**src/rtl/muldiv_seq.sv**
```systemverilog
// Iterative MIPS-style multiply/divide unit: one shift-add or restoring-divide step per cycle,
// with sign fix-up and the HI/LO write in a final cycle, and a stall output for the front of the pipeline.
module muldiv_seq #(
    parameter int ITER = 32
) (
    input  logic            clk,
    input  logic            reset,
    input  logic            startE,
    input  logic            flushE,
    input  logic [1:0]      opE,
    input  logic [ITER-1:0] srcaE,
    input  logic [ITER-1:0] srcbE,
    input  logic            hireadD,
    input  logic            loreadD,
    output logic            stallMD,
    output logic            busy,
    output logic [ITER-1:0] hi,
    output logic [ITER-1:0] lo,
    output logic            done
);

    localparam int W  = ITER;
    localparam int CW = (ITER > 2) ? $clog2(ITER) : 1;
    localparam logic [CW-1:0] LAST_CNT = CW'(ITER - 1);

    typedef enum logic [1:0] {
        S_IDLE,
        S_BUSY,
        S_FINISH
    } state_t;

    state_t          state_q,   state_d;
    logic [CW-1:0]   cnt_q,     cnt_d;
    logic            is_div_q,  is_div_d;
    logic [2*W-1:0]  work_q,    work_d;
    logic [W:0]      opnd_q,    opnd_d;
    logic [W-1:0]    a_raw_q,   a_raw_d;
    logic            neg_q,     neg_d;
    logic            rem_neg_q, rem_neg_d;
    logic            div0_q,    div0_d;
    logic [W-1:0]    hi_q,      hi_d;
    logic [W-1:0]    lo_q,      lo_d;
    logic            done_q,    done_d;

    logic            accept;
    logic            sign_a, sign_b;
    logic [W:0]      ext_a, ext_b;
    logic [W:0]      mag_a, mag_b;

    logic [W:0]      mul_sum;
    logic [2*W-1:0]  mul_next;
    logic [W:0]      div_rem_sh;
    logic            div_ge;
    logic [W-1:0]    div_rem_new;
    logic [2*W-1:0]  div_next;

    logic [2*W-1:0]  prod_fix;
    logic [W-1:0]    quot_mag, rem_mag;
    logic [W-1:0]    quot_fix, rem_fix;
    logic [W-1:0]    res_hi, res_lo;

    assign accept  = (state_q == S_IDLE) & startE & ~flushE;
    assign busy    = (state_q != S_IDLE);
    assign stallMD = busy & (hireadD | loreadD | startE);
    assign hi      = hi_q;
    assign lo      = lo_q;
    assign done    = done_q;

    // Magnitudes are one bit wider so that 0x80000000 negates cleanly to 2^31.
    always_comb begin
        sign_a = ~opE[0] & srcaE[W-1];
        sign_b = ~opE[0] & srcbE[W-1];
        ext_a  = {sign_a, srcaE};
        ext_b  = {sign_b, srcbE};
        mag_a  = sign_a ? -ext_a : ext_a;
        mag_b  = sign_b ? -ext_b : ext_b;
    end

    // Multiply step: work holds {partial product, remaining multiplier bits}.
    always_comb begin
        mul_sum  = {1'b0, work_q[2*W-1:W]} + (work_q[0] ? opnd_q : '0);
        mul_next = {mul_sum, work_q[W-1:1]};
    end

    // Divide step: work holds {remainder, dividend bits becoming quotient bits}.
    always_comb begin
        div_rem_sh  = {work_q[2*W-1:W], work_q[W-1]};
        div_ge      = (div_rem_sh >= opnd_q);
        div_rem_new = W'(div_ge ? (div_rem_sh - opnd_q) : div_rem_sh);
        div_next    = {div_rem_new, work_q[W-2:0], div_ge};
    end

    always_comb begin
        prod_fix = neg_q ? -work_q : work_q;
        quot_mag = work_q[W-1:0];
        rem_mag  = work_q[2*W-1:W];
        quot_fix = neg_q ? -quot_mag : quot_mag;
        rem_fix  = rem_neg_q ? -rem_mag : rem_mag;
        if (!is_div_q) begin
            res_hi = prod_fix[2*W-1:W];
            res_lo = prod_fix[W-1:0];
        end else if (div0_q) begin
            res_hi = a_raw_q;
            res_lo = '1;
        end else begin
            res_hi = rem_fix;
            res_lo = quot_fix;
        end
    end

    always_comb begin
        state_d   = state_q;
        cnt_d     = cnt_q;
        is_div_d  = is_div_q;
        work_d    = work_q;
        opnd_d    = opnd_q;
        a_raw_d   = a_raw_q;
        neg_d     = neg_q;
        rem_neg_d = rem_neg_q;
        div0_d    = div0_q;
        hi_d      = hi_q;
        lo_d      = lo_q;
        done_d    = 1'b0;
        case (state_q)
            S_IDLE: begin
                if (accept) begin
                    state_d   = S_BUSY;
                    cnt_d     = '0;
                    is_div_d  = opE[1];
                    a_raw_d   = srcaE;
                    neg_d     = sign_a ^ sign_b;
                    rem_neg_d = sign_a;
                    div0_d    = opE[1] & (srcbE == '0);
                    if (opE[1]) begin
                        work_d = {{W{1'b0}}, mag_a[W-1:0]};
                        opnd_d = mag_b;
                    end else begin
                        work_d = {{W{1'b0}}, mag_b[W-1:0]};
                        opnd_d = mag_a;
                    end
                end
            end
            S_BUSY: begin
                cnt_d  = cnt_q + CW'(1);
                work_d = is_div_q ? div_next : mul_next;
                if (cnt_q == LAST_CNT) begin
                    state_d = S_FINISH;
                end
            end
            S_FINISH: begin
                state_d = S_IDLE;
                hi_d    = res_hi;
                lo_d    = res_lo;
                done_d  = 1'b1;
            end
            default: begin
                state_d = S_IDLE;
            end
        endcase
    end

    always_ff @(posedge clk or posedge reset) begin
        if (reset) begin
            state_q   <= S_IDLE;
            cnt_q     <= '0;
            is_div_q  <= 1'b0;
            work_q    <= '0;
            opnd_q    <= '0;
            a_raw_q   <= '0;
            neg_q     <= 1'b0;
            rem_neg_q <= 1'b0;
            div0_q    <= 1'b0;
            hi_q      <= '0;
            lo_q      <= '0;
            done_q    <= 1'b0;
        end else begin
            state_q   <= state_d;
            cnt_q     <= cnt_d;
            is_div_q  <= is_div_d;
            work_q    <= work_d;
            opnd_q    <= opnd_d;
            a_raw_q   <= a_raw_d;
            neg_q     <= neg_d;
            rem_neg_q <= rem_neg_d;
            div0_q    <= div0_d;
            hi_q      <= hi_d;
            lo_q      <= lo_d;
            done_q    <= done_d;
        end
    end

endmodule

```
**config.mk**
```make
export PLATFORM = sky130hd
export DESIGN_NAME = muldiv_seq
export DESIGN_NICKNAME = d
export VERILOG_FILES = /design/src/rtl/muldiv_seq.sv
export SDC_FILE = /design/constraint.sdc
export NUM_CORES = 1
export LEC_CHECK = 0
export CAP_MARGIN = 20
export CORE_MARGIN = 1
export CORE_UTILIZATION = 50
export DETAILED_ROUTE_END_ITERATION = 8
export HOLD_SLACK_MARGIN = 0.05
export MAX_ROUTING_LAYER = met4
export PLACE_DENSITY = 0.81
export SETUP_SLACK_MARGIN = 0.2
export SYNTH_ARGS = -nofsm -noshare
export SYNTH_HDL_FRONTEND = slang
export SYNTH_SLANG_ARGS = --single-unit
```
**constraint.sdc**
```tcl
create_clock -name clk -period 14.5 [get_ports clk]
set_clock_uncertainty 0.1 [all_clocks]
set_input_delay 3.625 -clock clk [delete_from_list [all_inputs] [get_ports clk]]
set_output_delay 3.625 -clock clk [all_outputs]
set_load 0.02 [all_outputs]
```
==> out/results.md, run 1 <==
## Timing
• Period Utilization, post-route: 59.2%
• count of endpoints failing hold in the final timing report: 0
• minimum clock period after layout: 8.58 ns
• Fmax achieved: 117 MHz
• max-slew violation total from the final report: 0
• final number of setup-violating endpoints: 0
• worst slew margin relative to its limit: 23.4%
• Total Negative Setup Slacks: 0 ns
• pin slew with the least headroom to its limit: 1.14 ns
• setup repair after global routing missed its margin: false

## Synthesis
• number of synthesized flops with an enable pin: 0
• cell area after technology mapping: 0.0164 mm²
• mean instance size in the synthesized netlist: 7.83 µm²
• count of cell types in the netlist: 71
• proportion of synthesized chip area in sequential cells: 31.4%
• number of synthesized register bits: 205
• Mapped Cells: 2090
• Post-Synthesis Net Count: 2235
• Main synth FF type: sky130_fd_sc_hd__dfrtp_1
• synth warn: 0
• share of synthesized registers carrying an async set or reset: 100%

## Finish
• filler instances: 2895
• flip-flop and latch area: 0.00514 mm²
• diode count: 0
• P&R area growth vs syn: 14.6%
• post-route non-filler standard cell count: 2576
• utilization after layout: 58.8%
• final std cell area, no fill: 0.0188 mm²
• layout cell share with drive strength beyond 1: 4.44%
• multi-input combinational cell area: 0.0104 mm²
• final net count: 2271

## Drt
• drt wl/cell: 20.9 µm
• top routing layer in use: met4
• met1 wire length: 22400 µm
• routed vias: 16000
• remaining routing DRC violations: 0
• routed length on met3: 4520 µm
• initial DRC count: 1736
• Pre-antenna DRT Iters: 5
• vias per inst: 6.19
• post-detailed-route count of antenna-violating nets: 0
• Detail Route met2 WL: 24200 µm
• wirelength, routed: 53700 µm

## Clock tree
• CTS tree: yes
• Clk pin slew, worst setup/hold paths: 0.05 ns
• buffers from clock root to sink, at most: 3
• postcts setup bufs: 0
• CTS Root Buffer Type: sky130_fd_sc_hd__clkbuf_16
• number of hold buffers added after cts: 0
• Resized Gates After CTS: 0
• clock latency of the later-clocked register in the worst-skew pair: 0.54 ns
• CTS sink cnt: 205
• number of buffers inserted during clock tree synthesis: 24
• CTS H-tree depth: 1

## Floorplanning
• overall die width: 183 µm
• effective utilization at floorplan: 51.3%
• die area: 0.0335 mm²
• number of rows created at floorplan: 65
• floorplan die height: 183 µm
• I/O pin count: 139
• area of the placeable core: 0.0319 mm²

## Placed design
• Port Buffer Count: 138
• cell count after placement: 2534
• weighted congestion reported at the end of routability-driven placement: 0.995
• post-detailed-placement cell area: 0.0179 mm²
• hpwl dp: 39200 µm

## Worst setup path
• launching element type of the critical path: input pin
• CP Data Required Time: 10.77 ns
• Arrival @ worst endpoint: 4.86 ns
• Critical Path End Type: primary output
• Setup Crit Path Kind: input pin to primary output
• Max Fanout on Critical Path: 1

## Global route
• vias in the first global route: 14900
• number of antenna violations at the first check in global routing: 1
• global-route wire length before repair: 83200 µm
• remaining global-route overflow: 0
• Overall Global Routing Usage: 32.7%
• pin count of the biggest net entering global routing: 133

## Hold path
• worst hold path class: flop to flop

## Flow run
• Max-cap violations: 0

## Status
• status: complete, no violations

## Pwr
• peak supply drop: 0.134 mV
• reported leakage power: 0.00783 µW
• Cell Pwr Density: 245 mW/mm²

## Yosys cell counts (48+ instances only)
cell | instances | area [µm²]
sky130_fd_sc_hd__a21oi_1 | 199 | 996
sky130_fd_sc_hd__clkbuf_1 | 118 | 443
sky130_fd_sc_hd__inv_1 | 78 | 293
sky130_fd_sc_hd__a211oi_1 | 48 | 360
sky130_fd_sc_hd__xnor2_1 | 109 | 955
sky130_fd_sc_hd__o21ai_0 | 173 | 866
sky130_fd_sc_hd__nor2_1 | 180 | 676
sky130_fd_sc_hd__nand2_1 | 303 | 1140
sky130_fd_sc_hd__mux2i_1 | 71 | 711
sky130_fd_sc_hd__dfrtp_1 | 205 | 5130
sky130_fd_sc_hd__xor2_1 | 88 | 771
sky130_fd_sc_hd__ha_1 | 71 | 888
## worst paths after layout
path,slack (ns),cells after the start,startpoint,endpoint
max in group asynchronous,9.05,3,reset,is_div_q$_DFFE_PP0P_
min in group asynchronous,3.63,2,reset,a_raw_q[24]$_DFFE_PP0P_
min reg2reg,0.37,2,hi[12]$_DFFE_PP0P_,hi[12]$_DFFE_PP0P_
min,0.37,2,hi[12]$_DFFE_PP0P_,hi[12]$_DFFE_PP0P_
max reg2reg,9.43,11,work_q[0]$_DFFE_PP0P_,work_q[60]$_DFFE_PP0P_
max,5.92,3,loreadD,stallMD
## cells in the final DEF (no fill, tap or decap), types with 71 or more instances in the layout
master and count:
sky130_fd_sc_hd__inv_1 77, sky130_fd_sc_hd__xor2_1 88, sky130_fd_sc_hd__clkdlybuf4s50_1 137, sky130_fd_sc_hd__o21ai_0 173, sky130_fd_sc_hd__ha_1 71, sky130_fd_sc_hd__nand2_1 303, sky130_fd_sc_hd__nor2_1 180, sky130_fd_sc_hd__dfrtp_1 202
sky130_fd_sc_hd__a21oi_1 198, sky130_fd_sc_hd__xnor2_1 109, sky130_fd_sc_hd__mux2i_1 71
## cells by family (layout without fill, tap and decap cells)
kind of cell / after synthesis / in the layout / share of synthesized area, %
buffers and inverters: 226 / 277 / 5.30
AND/OR/NAND/NOR: 671 / 671 / 18.4
XOR/XNOR: 197 / 197 / 10.5
flip-flops: 205 / 205 / 31.4
AO/OA/AOI/OAI: 639 / 639 / 23.8
multiplexers: 79 / 79 / 4.89
adder cells (fa/ha/maj): 73 / 73 / 5.67
## critical path, cell delays in order
cell,delay [ns]
sky130_fd_sc_hd__clkdlybuf4s50_1,0.40
sky130_fd_sc_hd__o31a_1,0.29
sky130_fd_sc_hd__clkdlybuf4s50_1,0.54
## stage by stage
step / hold slack [ns] / power (µW) / worst slack [ns]
3_5_place_dp: 0.364 / 3860 / 5.91
5_1_grt: 0.384 / 4930 / 5.88
4_1_cts: 0.377 / 4530 / 5.91
6_report: 0.373 / 4590 / 5.92
2_1_floorplan: 0.340 / 3150 / 5.18
3_3_place_gp: 0.357 / 3790 / 5.90
## final cells by class
class / count / area share (%)
Multi-Input combinational cell: 1659 / 55.4
Sequential cell: 205 / 27.4
Timing Repair Buffer: 157 / 8.21
Clock buffer: 36 / 3.93
Tap cell: 435 / 2.90
Inverter: 79 / 1.62
Clock inverter: 5 / 0.547
## power breakdown
part	switching, µW	total (µW)	internal [µW]
Clock	256	657	401
Combinational	1610	2780	1170
Sequential	354	1150	794
Total	2220	4590	2370
## state kept, by name (all words and copies together) (netlist names), 2 cells and up
| signal | cells |
|---|---|
| cnt_q | 5 |
| lo | 32 |
| a_raw_q | 32 |
| opnd_q | 33 |
| state_q | 2 |
| work_q | 64 |
| hi | 32 |
## layer usage
metal,vias to the layer above,track usage (%)
met1,7672,43.1
li1,7432,-
met3,123,4.63
met2,724,49.8
met5,-,-
met4,0,15.3
Note: power is estimated with default switching activity, not from simulation.
==> run 2: changes to the inputs <==
clock period = 8.25 ns   (was 14.5 ns; I/O delays follow)
==> out/results.md, run 2 (synthesized netlist as in run 1, its figures left out) <==
## Drt
• remaining routing DRC violations: 0, unchanged
• initial DRC count: 1935, +11%
• drt wl/cell: 21.1 µm, +1.3%
• wirelength, routed: 54500 µm, +1.4%
• vias per inst: 6.23, +0.57%
• routed vias: 16100, +0.65%
• post-detailed-route count of antenna-violating nets: 0, unchanged
• Pre-antenna DRT Iters: 5, unchanged

## Clock tree
• CTS tree: yes
• CTS H-tree depth: 1, unchanged
• Clk pin slew, worst setup/hold paths: 0.06 ns, about the same
• number of buffers inserted during clock tree synthesis: 24, unchanged
• CTS sink cnt: 205, unchanged
• postcts setup bufs: 0, unchanged
• CTS Root Buffer Type: sky130_fd_sc_hd__clkbuf_16
• buffers from clock root to sink, at most: 3, unchanged
• Resized Gates After CTS: 0, unchanged
• number of hold buffers added after cts: 0, unchanged
• clock latency of the later-clocked register in the worst-skew pair: 0.53 ns, about the same

## Finish
• max reg flops: 64, unchanged
• layout cell share with drive strength beyond 1: 4.48%, +0.045 points
• utilization after layout: 58.7%, -0.14 points
• Most flops, register: work_q
• registers with the highest flip-flop counts: work_q (64), opnd_q (33)
• P&R area growth vs syn: 14.3%
• filler instances: 2888, -0.24%
• final net count: 2272, +0.044%
• flip-flop and latch area: 0.00514 mm², unchanged
• most frequent cells in the layout: sky130_fd_sc_hd__nand2_1 (303), sky130_fd_sc_hd__dfrtp_1 (202), sky130_fd_sc_hd__a21oi_1 (198)
• most common cell after layout, fill and taps aside: sky130_fd_sc_hd__nand2_1
• multi-input combinational cell area: 0.0104 mm², unchanged

## Timing
• minimum clock period after layout: 5.71 ns
• Total Negative Setup Slacks: 0 ns, unchanged
• Min Hold Slack: 0.374 ns, +0.00161 ns
• setup repair after global routing missed its margin: false
• worst slew margin relative to its limit: 29.2%, +5.8 points
• count of endpoints failing hold in the final timing report: 0, unchanged
• Period Utilization, post-route: 69.2%
• Fmax achieved: 175 MHz
• pin slew with the least headroom to its limit: 1.06 ns, -0.0828 ns
• max-slew violation total from the final report: 0, unchanged
• final number of setup-violating endpoints: 0, unchanged

## Placed design
• weighted congestion reported at the end of routability-driven placement: 1.03, +3.3%
• Port Buffer Count: 138, unchanged
• hpwl dp: 39800 µm, +1.7%

## Pwr
• Cell Pwr Density: 429 mW/mm², +76%
• peak supply drop: 0.211 mV, +57%
• reported leakage power: 0.00781 µW, -0.20%

## Worst setup path
• launching element type of the critical path: input pin
• Max Fanout on Critical Path: 5, +4
• reg-to-reg critical path endpoint: work_q[60]$_DFFE_PP0P_
• cell family with the largest share of critical-path delay: simple AND/OR/NAND/NOR gates
• CP Data Required Time: 8.60 ns, -2.17 ns
• highest cell delay on the worst timing path: 0.60 ns, +0.06 ns
• depth of the worst register-to-register path: 11, unchanged
• total buffers and inverters traversed by the critical path: 1, -1
• Crit-path slowest cell: sky130_fd_sc_hd__nor3_1
• Reg2Reg Setup Slack: 3.14 ns, -6.29 ns
• list of cells traversed by the critical path: clkdlybuf4s50_1 > nor4_1 > nand3_1 > or4_1 > nor3_1 > nand2_1 > o41ai_1 > xnor2_1 > mux2i_1 > o21ai_0 > a21boi_0
• start of the worst register-to-register path: work_q[0]$_DFFE_PP0P_
• Setup Crit Path Kind: input pin to flop
• Arrival @ worst endpoint: 6.06 ns, +1.20 ns
• Critical Path End Type: flop

## Global route
• vias in the first global route: 14800, -0.79%
• number of antenna violations at the first check in global routing: 1, unchanged
• Overall Global Routing Usage: 33.2%, +0.43 points
• global-route wire length before repair: 84100 µm, +1.2%
• pin count of the biggest net entering global routing: 135, +1.5%
• remaining global-route overflow: 0, unchanged

## Hold path
• worst hold path class: flop to flop
• terminating pin of the worst hold path: hi[11]$_DFFE_PP0P_
• hold wc startpoint: hi[11]$_DFFE_PP0P_
• worst hold path stage count: 2, unchanged

## Floorplanning
• effective utilization at floorplan: 51.3%, unchanged
• number of rows created at floorplan: 65, unchanged
• die area: 0.0335 mm², unchanged
• I/O pin count: 139, unchanged
• overall die width: 183 µm, unchanged
• area of the placeable core: 0.0319 mm², unchanged
• floorplan die height: 183 µm, unchanged

## Flow run
• Max-cap violations: 0, unchanged

## Status
• status: complete, no violations

run 2: cell count changes in the layout (fill, tap and decap cells not counted), sizes merged:
| cell | delta |
|---|---|
| diode | +1 |
| bufinv | -1 |
| buf | +1 |
| clkinv | +2 |
| clkbuf | -1 |
run 2: final cells by class:
type / count / share of cell area, %
clock inverters: 6 / 0.441
inverters: 79 / 1.63
repair buffers: 158 / 8.16
flip-flops and latches: 205 / 27.5
clock buffers: 35 / 3.87
well taps: 435 / 2.91
diodes: 1 / 0.0134
multi-input cells: 1659 / 55.5
run 2: worst max path at each step:
stage | from | endpoint | depth (start not counted) | slack [ns]
after global placement | srcbE[3] | work_q[29]$_DFFE_PP0P_ | 11 | 2.36
final | srcbE[3] | work_q[29]$_DFFE_PP0P_ | 11 | 2.54
after floorplan | reset | a_raw_q[0]$_DFFE_PP0P_ | 1 | 0.49
after detailed placement | srcbE[3] | work_q[29]$_DFFE_PP0P_ | 11 | 2.20
after CTS | srcbE[3] | work_q[29]$_DFFE_PP0P_ | 11 | 2.73
after global routing | srcbE[3] | work_q[29]$_DFFE_PP0P_ | 11 | 2.40
run 2: power breakdown:
group	total (µW)	internal [µW]	leakage [µW]	switching, µW
logic	4900	2060	0.00496	2840
registers	2030	1400	0.00246	631
clock network	1110	665	0.000396	444
run 2: per-stage QoR:
stage | area (µm²) | instances | total power [µW] | worst slack [ns]
2_1_floorplan | 16400 | 2090 | 5540 | 0.492
3_3_place_gp | 17900 | 2536 | 6700 | 2.36
3_5_place_dp | 17900 | 2536 | 6810 | 2.20
4_1_cts | 18700 | 2577 | 7950 | 2.73
5_1_grt | 18700 | 2578 | 8620 | 2.40
6_report | 18700 | 2578 | 8030 | 2.54
run 2: routing by layer:
metal	global-route usage (%)	wire length (µm)
met1	45.0	23300
met4	13.8	2470
met3	4.19	4370
met5	-	0
met2	50.2	24400
run 2: worst register-to-register path: cells and delay by family, from the launching register on:
family                     cells  cell delay, ns
AOI/OAI and AO/OA              6            2.45
and+or+nand+nor                3            0.94
buffers and inverters          1            0.65
DFF                            1            0.48
adders and majority gates      1            0.38
==> run 3: changes to the inputs <==
clock period = 5.87 ns   (was 8.25 ns; I/O delays follow)
==> out/results.md, run 3 (synthesized netlist as in run 1, its figures left out) <==
## Finish
• filler instances: 2835, -1.8%
• final std cell area, no fill: 0.0189 mm², +0.98%
• max reg flops: 64, unchanged
• utilization after layout: 59.3%, +0.58 points
• registers with the highest flip-flop counts: work_q (64), opnd_q (33)
• P&R area growth vs syn: 15.5%
• layout cell share with drive strength beyond 1: 4.92%, +0.44 points
• final net count: 2281, +0.40%
• Most flops, register: work_q
• most common cell after layout, fill and taps aside: sky130_fd_sc_hd__nand2_1
• most frequent cells in the layout: sky130_fd_sc_hd__nand2_1 (303), sky130_fd_sc_hd__dfrtp_1 (202), sky130_fd_sc_hd__a21oi_1 (198)

## Clock tree
• number of hold buffers added after cts: 0, unchanged
• postcts setup bufs: 0, unchanged
• number of buffers inserted during clock tree synthesis: 24, unchanged
• CTS Root Buffer Type: sky130_fd_sc_hd__clkbuf_16
• buffers from clock root to sink, at most: 3, unchanged
• CTS tree: yes
• CTS H-tree depth: 1, unchanged
• clock latency of the later-clocked register in the worst-skew pair: 0.54 ns, about the same
• Clk pin slew, worst setup/hold paths: 0.06 ns, about the same
• CTS sink cnt: 205, unchanged
• Resized Gates After CTS: 0, unchanged

## Timing
• final number of setup-violating endpoints: 0, unchanged
• pin slew with the least headroom to its limit: 0.985 ns, -0.0776 ns
• worst slew margin relative to its limit: 34.4%, +5.2 points
• Fmax achieved: 207 MHz
• max-slew violation total from the final report: 0, unchanged
• worst setup margin: 1.03 ns, -1.51 ns
• Total Negative Setup Slacks: 0 ns, unchanged
• count of endpoints failing hold in the final timing report: 0, unchanged
• setup repair after global routing missed its margin: false
• minimum clock period after layout: 4.84 ns
• Period Utilization, post-route: 82.5%

## Pwr
• peak supply drop: 0.368 mV, +74%
• Cell Pwr Density: 608 mW/mm², +42%
• reported leakage power: 0.00790 µW, +1.1%
• total power draw: 11500 µW, +43%

## Global route
• global-route wire length before repair: 83800 µm, -0.35%
• pin count of the biggest net entering global routing: 111, -18%
• vias in the first global route: 14900, +0.77%
• Overall Global Routing Usage: 33.0%, -0.19 points
• number of antenna violations at the first check in global routing: 1, unchanged
• remaining global-route overflow: 0, unchanged

## Worst setup path
• number of cells on the critical path: 11, unchanged
• Critical Path End Type: flop
• CP Data Required Time: 6.23 ns, -2.37 ns
• total buffers and inverters traversed by the critical path: 1, unchanged
• Arrival @ worst endpoint: 5.20 ns, -0.86 ns
• start of the worst register-to-register path: work_q[0]$_DFFE_PP0P_
• Setup Crit Path Kind: input pin to flop
• depth of the worst register-to-register path: 11, unchanged
• Setup crit start: srcbE[3]
• launching element type of the critical path: input pin
• list of cells traversed by the critical path: clkdlybuf4s50_1 > nor4_1 > nand3_1 > or4_1 > nor3_1 > nand2_1 > o41ai_1 > xnor2_1 > mux2i_1 > o21ai_0 > a21boi_0
• Crit-path slowest cell: sky130_fd_sc_hd__or4_1
• Max Fanout on Critical Path: 5, unchanged
• Reg2Reg Setup Slack: 1.04 ns, -2.10 ns
• worst setup path endpoint: work_q[29]$_DFFE_PP0P_
• cell family with the largest share of critical-path delay: simple AND/OR/NAND/NOR gates
• highest cell delay on the worst timing path: 0.58 ns, -0.02 ns
• reg-to-reg critical path endpoint: work_q[60]$_DFFE_PP0P_

## Drt
• drt wl/cell: 20.9 µm, -1.3%
• vias per inst: 6.22, -0.12%
• wirelength, routed: 54000 µm, -0.86%
• Pre-antenna DRT Iters: 5, unchanged
• initial DRC count: 1815, -6.2%
• remaining routing DRC violations: 0, unchanged
• post-detailed-route count of antenna-violating nets: 0, unchanged
• routed vias: 16100, +0.35%

## Floorplanning
• floorplan die height: 183 µm, unchanged
• area of the placeable core: 0.0319 mm², unchanged
• overall die width: 183 µm, unchanged
• effective utilization at floorplan: 51.3%, unchanged
• I/O pin count: 139, unchanged
• number of rows created at floorplan: 65, unchanged
• die area: 0.0335 mm², unchanged

## Placed design
• hpwl dp: 39200 µm, -1.5%
• Post-Place Worst Slack: 0.511 ns, -1.69 ns
• Port Buffer Count: 138, unchanged
• post-detailed-placement cell area: 0.0180 mm², +0.41%
• weighted congestion reported at the end of routability-driven placement: 0.984, -4.3%

## Hold path
• worst hold path class: flop to flop

## Status
• status: complete, no violations

## Flow run
• Max-cap violations: 0, unchanged

run 3: cell types whose count changed in the layout (fill, tap and decap cells not counted), sizes merged:
cell	change
clkinv	+1
clkbuf	+1
bufinv	+2
inv	-1
buf	+9
run 3: how the worst min path moves through the flow:
stage,from,endpoint,slack (ns),depth (start not counted)
6_report,hi[7]$_DFFE_PP0P_,hi[7]$_DFFE_PP0P_,0.38,2
5_1_grt,a_raw_q[5]$_DFFE_PP0P_,a_raw_q[5]$_DFFE_PP0P_,0.39,2
4_1_cts,a_raw_q[5]$_DFFE_PP0P_,a_raw_q[5]$_DFFE_PP0P_,0.38,2
3_5_place_dp,a_raw_q[5]$_DFFE_PP0P_,a_raw_q[5]$_DFFE_PP0P_,0.36,2
3_3_place_gp,hi[12]$_DFFE_PP0P_,hi[12]$_DFFE_PP0P_,0.36,2
2_1_floorplan,a_raw_q[31]$_DFFE_PP0P_,a_raw_q[31]$_DFFE_PP0P_,0.34,2
run 3: metrics by stage:
| stage | hold slack (ns) | instances |
|---|---|---|
| global route | 0.391 | 2590 |
| CTS | 0.379 | 2587 |
| global placement | 0.360 | 2543 |
| finish | 0.376 | 2590 |
| detailed placement | 0.364 | 2543 |
| floorplan | 0.340 | 2090 |
run 3: report_power, final:
| part | total, µW | switching (µW) | internal [µW] |
|---|---|---|---|
| registers | 2780 | 817 | 1960 |
| logic | 7060 | 4100 | 2960 |
| clock network | 1660 | 638 | 1020 |
run 3: routing by layer:
layer,part of all wire [%],vias up,track usage (%)
li1,-,7459,-
met1,42,7704,44.2
met2,45,815,49.7
met3,8.2,133,4.35
met4,4.9,0,15.2
met5,0,-,-
run 3: worst reg2reg max path, stage by stage, from the launching register on:
cell                       delay (ns)
sky130_fd_sc_hd__dfrtp_1         0.43
sky130_fd_sc_hd__inv_1           0.56
sky130_fd_sc_hd__nor2_1          0.13
sky130_fd_sc_hd__ha_1            0.36
sky130_fd_sc_hd__a41oi_1         0.26
sky130_fd_sc_hd__nor4b_1         0.48
sky130_fd_sc_hd__o41ai_1         0.27
sky130_fd_sc_hd__a221oi_1        0.79
sky130_fd_sc_hd__o221ai_1        0.39
sky130_fd_sc_hd__o2111a_1        0.36
sky130_fd_sc_hd__o311a_1         0.34
sky130_fd_sc_hd__nor4_1          0.28
run 3: cell type report:
type	instances	area, µm²	area share (%)
clock inverters	8	144	0.762
flip-flops and latches	205	5140	27.2
multi-input cells	1659	10400	55.0
diodes	1	2.50	0.0132
inverters	79	300	1.59
repair buffers	167	1660	8.78
clock buffers	36	717	3.79
well taps	435	544	2.88
